`src/rtl/mips_pkg.sv`:
```
// Shared MIPS pipeline definitions: control-word layout, field widths and constants.
package mips_pkg;

   localparam int unsigned MEMWRITE_W = 4;
   localparam int unsigned ALUOP_W    = 4;
   localparam int unsigned MRW_W      = 2;

   // Load width encodings carried in memReadWidth.
   localparam logic [MRW_W-1:0] MRW_WORD = 2'd0;
   localparam logic [MRW_W-1:0] MRW_HALF = 2'd1;
   localparam logic [MRW_W-1:0] MRW_BYTE = 2'd2;

   localparam logic [ALUOP_W-1:0] ALUOP_ADD = 4'd3;
   localparam logic [ALUOP_W-1:0] ALUOP_SUB = 4'd4;

   // Decoded control word, MSB first in the order the control unit emits it.
   typedef struct packed {
      logic                  regDst;
      logic                  branch;
      logic                  branchType;
      logic                  memtoReg;
      logic                  aluSrc;
      logic                  aluShiftImm;
      logic                  regWrite;
      logic                  loadImm;
      logic                  zeroEx;
      logic [MEMWRITE_W-1:0] memWrite;
      logic [MRW_W-1:0]      memReadWidth;
      logic [ALUOP_W-1:0]    aluOperation;
   } ctrl_t;

   // All-zero control word: no register write, no store, no branch.
   localparam ctrl_t BUBBLE = '0;

   // The instruction reads rt as a source (R-type, branch compare, store data).
   function automatic logic usesRt(input ctrl_t c);
      return c.regDst | c.branch | (c.memWrite != '0);
   endfunction

endpackage

```
`src/rtl/hazard_detect.sv`:
```
// Load-use hazard detection: the load in EX writes a register the ID instruction reads.
module hazard_detect #(
   parameter int unsigned REG_AW = 5
) (
   input  logic              exValid,
   input  logic              exMemtoReg,
   input  logic [REG_AW-1:0] exRt,
   input  logic [REG_AW-1:0] idRs,
   input  logic [REG_AW-1:0] idRt,
   input  logic              idUsesRt,
   output logic              hazard
);

   logic exIsLoad;
   logic rsMatch;
   logic rtMatch;

   // $0 is hard-wired zero, so a load targeting it never creates a dependency.
   assign exIsLoad = exValid & exMemtoReg & (exRt != '0);
   assign rsMatch  = (exRt == idRs);
   assign rtMatch  = idUsesRt & (exRt == idRt);

   // Combine: any matched source of a real load stalls.
   always_comb begin
      hazard = exIsLoad & (rsMatch | rtMatch);
   end

endmodule

```
`src/rtl/id_ex_hazard_reg.sv`:
```
// ID/EX pipeline register with load-use stall, branch flush, downstream hold
// and a saturating counter of hazard bubbles.
module id_ex_hazard_reg
   import mips_pkg::*;
#(
   parameter int unsigned DATA_W = 32,
   parameter int unsigned REG_AW = 5,
   parameter int unsigned CNT_W  = 16
) (
   input  logic                  clk,
   input  logic                  rst_n,
   input  logic                  id_RegDst,
   input  logic                  id_Branch,
   input  logic                  id_BranchType,
   input  logic                  id_MemtoReg,
   input  logic                  id_ALUSrc,
   input  logic                  id_ALUShiftImm,
   input  logic                  id_RegWrite,
   input  logic                  id_LoadImm,
   input  logic                  id_ZeroEx,
   input  logic [MEMWRITE_W-1:0] id_MemWrite,
   input  logic [MRW_W-1:0]      id_memReadWidth,
   input  logic [ALUOP_W-1:0]    id_aluOperation,
   input  logic [DATA_W-1:0]     id_pc4,
   input  logic [DATA_W-1:0]     id_rdata1,
   input  logic [DATA_W-1:0]     id_rdata2,
   input  logic [DATA_W-1:0]     id_imm,
   input  logic [REG_AW-1:0]     id_rs,
   input  logic [REG_AW-1:0]     id_rt,
   input  logic [REG_AW-1:0]     id_rd,
   input  logic [REG_AW-1:0]     id_shamt,
   input  logic                  flush_i,
   input  logic                  hold_i,
   output logic                  ex_RegDst,
   output logic                  ex_Branch,
   output logic                  ex_BranchType,
   output logic                  ex_MemtoReg,
   output logic                  ex_ALUSrc,
   output logic                  ex_ALUShiftImm,
   output logic                  ex_RegWrite,
   output logic                  ex_LoadImm,
   output logic                  ex_ZeroEx,
   output logic [MEMWRITE_W-1:0] ex_MemWrite,
   output logic [MRW_W-1:0]      ex_memReadWidth,
   output logic [ALUOP_W-1:0]    ex_aluOperation,
   output logic [DATA_W-1:0]     ex_pc4,
   output logic [DATA_W-1:0]     ex_rdata1,
   output logic [DATA_W-1:0]     ex_rdata2,
   output logic [DATA_W-1:0]     ex_imm,
   output logic [REG_AW-1:0]     ex_rs,
   output logic [REG_AW-1:0]     ex_rt,
   output logic [REG_AW-1:0]     ex_rd,
   output logic [REG_AW-1:0]     ex_shamt,
   output logic                  ex_valid,
   output logic                  stall_o,
   output logic [CNT_W-1:0]      bubble_cnt
);

   // Operand/address payload travelling alongside the control word.
   typedef struct packed {
      logic [DATA_W-1:0] pc4;
      logic [DATA_W-1:0] rdata1;
      logic [DATA_W-1:0] rdata2;
      logic [DATA_W-1:0] imm;
      logic [REG_AW-1:0] rs;
      logic [REG_AW-1:0] rt;
      logic [REG_AW-1:0] rd;
      logic [REG_AW-1:0] shamt;
   } data_t;

   localparam logic [CNT_W-1:0] CNT_MAX = {CNT_W{1'b1}};

   ctrl_t            idCtrl;
   data_t            idData;
   ctrl_t            exCtrlQ, exCtrlD;
   data_t            exDataQ, exDataD;
   logic             exValidQ, exValidD;
   logic [CNT_W-1:0] bubbleCntQ, bubbleCntD;
   logic             hazard;
   logic             idUsesRt;

   assign idCtrl = '{
      regDst:       id_RegDst,
      branch:       id_Branch,
      branchType:   id_BranchType,
      memtoReg:     id_MemtoReg,
      aluSrc:       id_ALUSrc,
      aluShiftImm:  id_ALUShiftImm,
      regWrite:     id_RegWrite,
      loadImm:      id_LoadImm,
      zeroEx:       id_ZeroEx,
      memWrite:     id_MemWrite,
      memReadWidth: id_memReadWidth,
      aluOperation: id_aluOperation
   };

   assign idData = '{
      pc4:    id_pc4,
      rdata1: id_rdata1,
      rdata2: id_rdata2,
      imm:    id_imm,
      rs:     id_rs,
      rt:     id_rt,
      rd:     id_rd,
      shamt:  id_shamt
   };

   assign idUsesRt = usesRt(idCtrl);

   hazard_detect #(
      .REG_AW(REG_AW)
   ) u_hazard_detect (
      .exValid   (exValidQ),
      .exMemtoReg(exCtrlQ.memtoReg),
      .exRt      (exDataQ.rt),
      .idRs      (id_rs),
      .idRt      (id_rt),
      .idUsesRt  (idUsesRt),
      .hazard    (hazard)
   );

   // A flush kills the ID instruction anyway, so a hazard against it need not stall.
   assign stall_o = (hazard & ~flush_i) | hold_i;

   // Next-state selection: flush, then hold, then hazard bubble, else load ID.
   always_comb begin
      exCtrlD    = exCtrlQ;
      exDataD    = exDataQ;
      exValidD   = exValidQ;
      bubbleCntD = bubbleCntQ;
      if (flush_i) begin
         exCtrlD  = BUBBLE;
         exDataD  = '0;
         exValidD = 1'b0;
      end else if (hold_i) begin
         // Freeze everything, including the counter.
      end else if (hazard) begin
         exCtrlD  = BUBBLE;
         exDataD  = '0;
         exValidD = 1'b0;
         if (bubbleCntQ != CNT_MAX) begin
            bubbleCntD = bubbleCntQ + 1'b1;
         end
      end else begin
         exCtrlD  = idCtrl;
         exDataD  = idData;
         exValidD = 1'b1;
      end
   end

   // Pipeline register and bubble counter with synchronous reset.
   always_ff @(posedge clk) begin
      if (!rst_n) begin
         exCtrlQ    <= BUBBLE;
         exDataQ    <= '0;
         exValidQ   <= 1'b0;
         bubbleCntQ <= '0;
      end else begin
         exCtrlQ    <= exCtrlD;
         exDataQ    <= exDataD;
         exValidQ   <= exValidD;
         bubbleCntQ <= bubbleCntD;
      end
   end

   assign ex_RegDst       = exCtrlQ.regDst;
   assign ex_Branch       = exCtrlQ.branch;
   assign ex_BranchType   = exCtrlQ.branchType;
   assign ex_MemtoReg     = exCtrlQ.memtoReg;
   assign ex_ALUSrc       = exCtrlQ.aluSrc;
   assign ex_ALUShiftImm  = exCtrlQ.aluShiftImm;
   assign ex_RegWrite     = exCtrlQ.regWrite;
   assign ex_LoadImm      = exCtrlQ.loadImm;
   assign ex_ZeroEx       = exCtrlQ.zeroEx;
   assign ex_MemWrite     = exCtrlQ.memWrite;
   assign ex_memReadWidth = exCtrlQ.memReadWidth;
   assign ex_aluOperation = exCtrlQ.aluOperation;
   assign ex_pc4          = exDataQ.pc4;
   assign ex_rdata1       = exDataQ.rdata1;
   assign ex_rdata2       = exDataQ.rdata2;
   assign ex_imm          = exDataQ.imm;
   assign ex_rs           = exDataQ.rs;
   assign ex_rt           = exDataQ.rt;
   assign ex_rd           = exDataQ.rd;
   assign ex_shamt        = exDataQ.shamt;
   assign ex_valid        = exValidQ;
   assign bubble_cnt      = bubbleCntQ;

endmodule

```
`config.mk`:
```
export PLATFORM = sky130hd
export DESIGN_NAME = id_ex_hazard_reg
export DESIGN_NICKNAME = d
export VERILOG_FILES = /design/src/rtl/mips_pkg.sv /design/src/rtl/hazard_detect.sv /design/src/rtl/id_ex_hazard_reg.sv
export SDC_FILE = /design/constraint.sdc
export NUM_CORES = 1
export LEC_CHECK = 0
export ABC_AREA = 1
export CORE_ASPECT_RATIO = 0.9
export CORE_MARGIN = 4
export CORE_UTILIZATION = 43
export DETAILED_ROUTE_END_ITERATION = 8
export GPL_TIMING_DRIVEN = 0
export PLACE_DENSITY = 0.85
export SYNTH_ARGS = -nofsm -noshare
export SYNTH_HDL_FRONTEND = slang
export SYNTH_SLANG_ARGS = --single-unit
```
`constraint.sdc`:
```
create_clock -name clk -period 2.8 [get_ports clk]
set_clock_uncertainty 0.2 [all_clocks]
set_input_delay 0.56 -clock clk [delete_from_list [all_inputs] [get_ports clk]]
set_output_delay 0.56 -clock clk [all_outputs]
set_load 0.02 [all_outputs]
```
==> reports/results.ini <==
[run]
maxCapViolations = 0

[cts]
clk_pin_slew_worst_paths_ns = 0.07
cts_made_buffers = 17
cts_tree = done
clockBufferDepth = 2
ctsHoldBuffers = 0
insertion_delay_ns = 0.42
cts-root-buf = clkbuf_16
cts_sinks = 184
h-tree-depth = 4

[floorplanning]
die_h_um = 129.6
design.core.area_um2 = 16130
dieArea_um2 = 18530
rows = 44
io_pins = 356
start_util = 0.4376
die_w_um = 143.1

[worst_setup_path]
path_cells = clkdlybuf4s50_1 > inv_1 > nand2_1 > nand2_1 > nor2_1 > nand3_2 > nand2_4 > nand3_4 > nand2_1 > buf_2
crit_required_ns = 2.04
worst-path-buf-inv = 3
cp-start-kind = input port
cpPeakStageDelay_ns = 0.53
crit_type = input port to output pin
cp_common_cell = nand2_1
path_max_fanout = 3
cp_slowest_cell = clkdlybuf4s50_1
cp_top_family = buffers and inverters
endpoint_kind = output pin
cp.arrival_ns = 1.91

[detailed_routing]
routed_via_density = 4.963
drt_iter0_drc = 359
wl_per_cell_um = 16.43
drt.antenna.violating_nets = 0
drc = 0
vias = 7747
dr.pass1.iters = 5
routed_wl_mm = 25.65

[logic_synthesis]
synth_top_cells_by_area = dfxtp_1, nand2_1, a21oi_1
ys_types = 23
synth_most_common_cell = nand2_1
synth_commonest_cells = nand2_1, dfxtp_1, a21oi_1
yosys_warnings = 0
synthCells = 963
yosysSeqAreaShare = 0.5218
syn_area_um2 = 7059
synth_area_leader_cell = dfxtp_1
avgSynthCellArea_um2 = 7.330
synth_top_cell_area_share = 0.5218
ys.flop_type = dfxtp_1
synth-seq-cells = 184
syn-num-nets = 1135
async_flop_share = 0
synth_edf_count = 0

[final_layout]
drive_gt1_frac = 0.04663
n_fill_cell = 1248
final_net_count = 1510
design_area_um2 = 11500
area_growth_pct = 62.85

[placement]
place_congestion = 0.9211
dp_hpwl_mm = 19.36
portBuffers = 354
pre_cts_slack_ns = -0.7459
placed_cell_area_um2 = 10860

[timing]
drv_slew = 0
finalSetupTns_ns = 0
post-route-period-util = 0.9542
fmax_mhz = 374.3
relSlewSlack = 0.6141
hold_viol = 0
layout_setup_ws_ns = 0.1282
worst_pin_slew_ns = 0.5788
post-route-min-period_ns = 2.672
rsz0062_at_grt = false
finalSetupViolations = 0

[power]
ir_worst_vdd_mv = 0.4759
power_density_nw_per_um2 = 519.9
p_leak_nw = 4.292

[global_routing]
grt_pass1_wl_mm = 37.98
top_usage_layer = met2
met2_usage = 0.4715
track_usage = 0.2626
met3_usage = 0.09815
grt_max_degree = 17
antenna_found_initial = 2
use_met1 = 0.2807
grt_pass1_vias = 7333
gr-total-overflow = 0

[hold_path]
hold_class = flip-flop to flip-flop

[status]
outcome = complete, no violations

where the power goes:
part           switching (W)  internal, W  total (W)
logic               0.000396     0.000429   0.000825
clock network        0.00107      0.00135    0.00242
registers          0.0000428      0.00269    0.00273
total                0.00151      0.00447    0.00598
state kept, by name (all words and copies together) (netlist names), 16 cells and up:
register and cells:
bubble_cnt 16, ex_imm 32, ex_pc4 32, ex_rdata2 32, ex_rdata1 32
cells in the final DEF (no fill, tap or decap), types with 2 or more instances in the layout:
cell type,synthesis,routed
buf_4,1,3
clkbuf_1,38,39
inv_1,36,36
dfxtp_1,184,184
buf_2,6,7
clkinv_2,0,3
buf_6,13,13
inv_2,3,3
nand4_1,19,19
diode_2,0,3
clkinv_4,0,3
clkinvlp_4,0,3
nand3_1,10,8
xor2_1,4,4
xnor2_1,4,4
clkdlybuf4s50_1,0,353
clkbuf_16,0,17
bufinv_16,0,2
a21oi_1,168,168
nand2_1,399,398
o21ai_0,2,2
nor2_1,68,68
cell families (layout without fill, tap and decap cells):
logic type / count (synthesis) / in the layout / share of synthesized area
xor gates and xnor gates: 8 / 8 / 0.009925
adders and majority gates: 1 / 1 / 0.001772
DFF: 184 / 184 / 0.5218
other: 0 / 3 / 0
and+or+nand+nor: 501 / 501 / 0.2772
AOI/OAI and AO/OA: 171 / 171 / 0.1218
buffers and inverters: 98 / 486 / 0.06753
through the flow:
stage / instances / total power [W] / utilization / hold WS, ns
after detailed placement: 1524 / 0.003612 / 0.6734 / 0.2528
after floorplan: 963 / 0.003126 / - / 0.3345
after global routing: 1560 / 0.006186 / 0.7125 / 0.2766
after CTS: 1557 / 0.006006 / 0.7118 / 0.2628
final: 1561 / 0.005977 / 0.7127 / 0.2631
after global placement: 1524 / 0.003598 / 0.6734 / 0.2502
final timing paths:
| path | startpoint | endpoint | slack (ns) | cells after the start |
|---|---|---|---|---|
| setup / recovery | id_rs[3] | stall_o | 0.13 | 10 |
| hold / removal | ex_pc4[16] | ex_pc4[16] | 0.26 | 2 |
| setup reg to reg | ex_rt[0] | ex_imm[11] | 0.55 | 12 |
| hold reg to reg | ex_pc4[16] | ex_pc4[16] | 0.26 | 2 |
cell type report:
class	count	area, um^2	share of cell area
Clock inverter	13	148.9	0.01295
Tap cell	207	259.0	0.02253
Antenna cell	3	7.507	0.0006530
Inverter	40	150.1	0.01306
Timing Repair Buffer	356	3553	0.3091
Clock buffer	19	442.9	0.03853
Multi-Input combinational cell	681	2924	0.2544
Buffer	58	326.6	0.02841
Sequential cell	184	3684	0.3204
metal layers:
layer  up-vias  wire length (um)
met1      3575              9327
met4         0               661
met3        40              2410
met5         -                 0
met2       322             13250
li1       3810                 -
worst min-delay path, stage by stage, from the launching register on:
cell,delay [ns]
dfxtp_1,0.31
nand2_1,0.06
a21oi_1,0.05
what timing repair did:
action                                 4_1_cts  5_1_grt
gates resized for setup                      7        2
setup buffers                                1        1
setup endpoints to repair                    1        1
endpoints found under the hold margin        0        0
(Power assumes the default switching activity.)
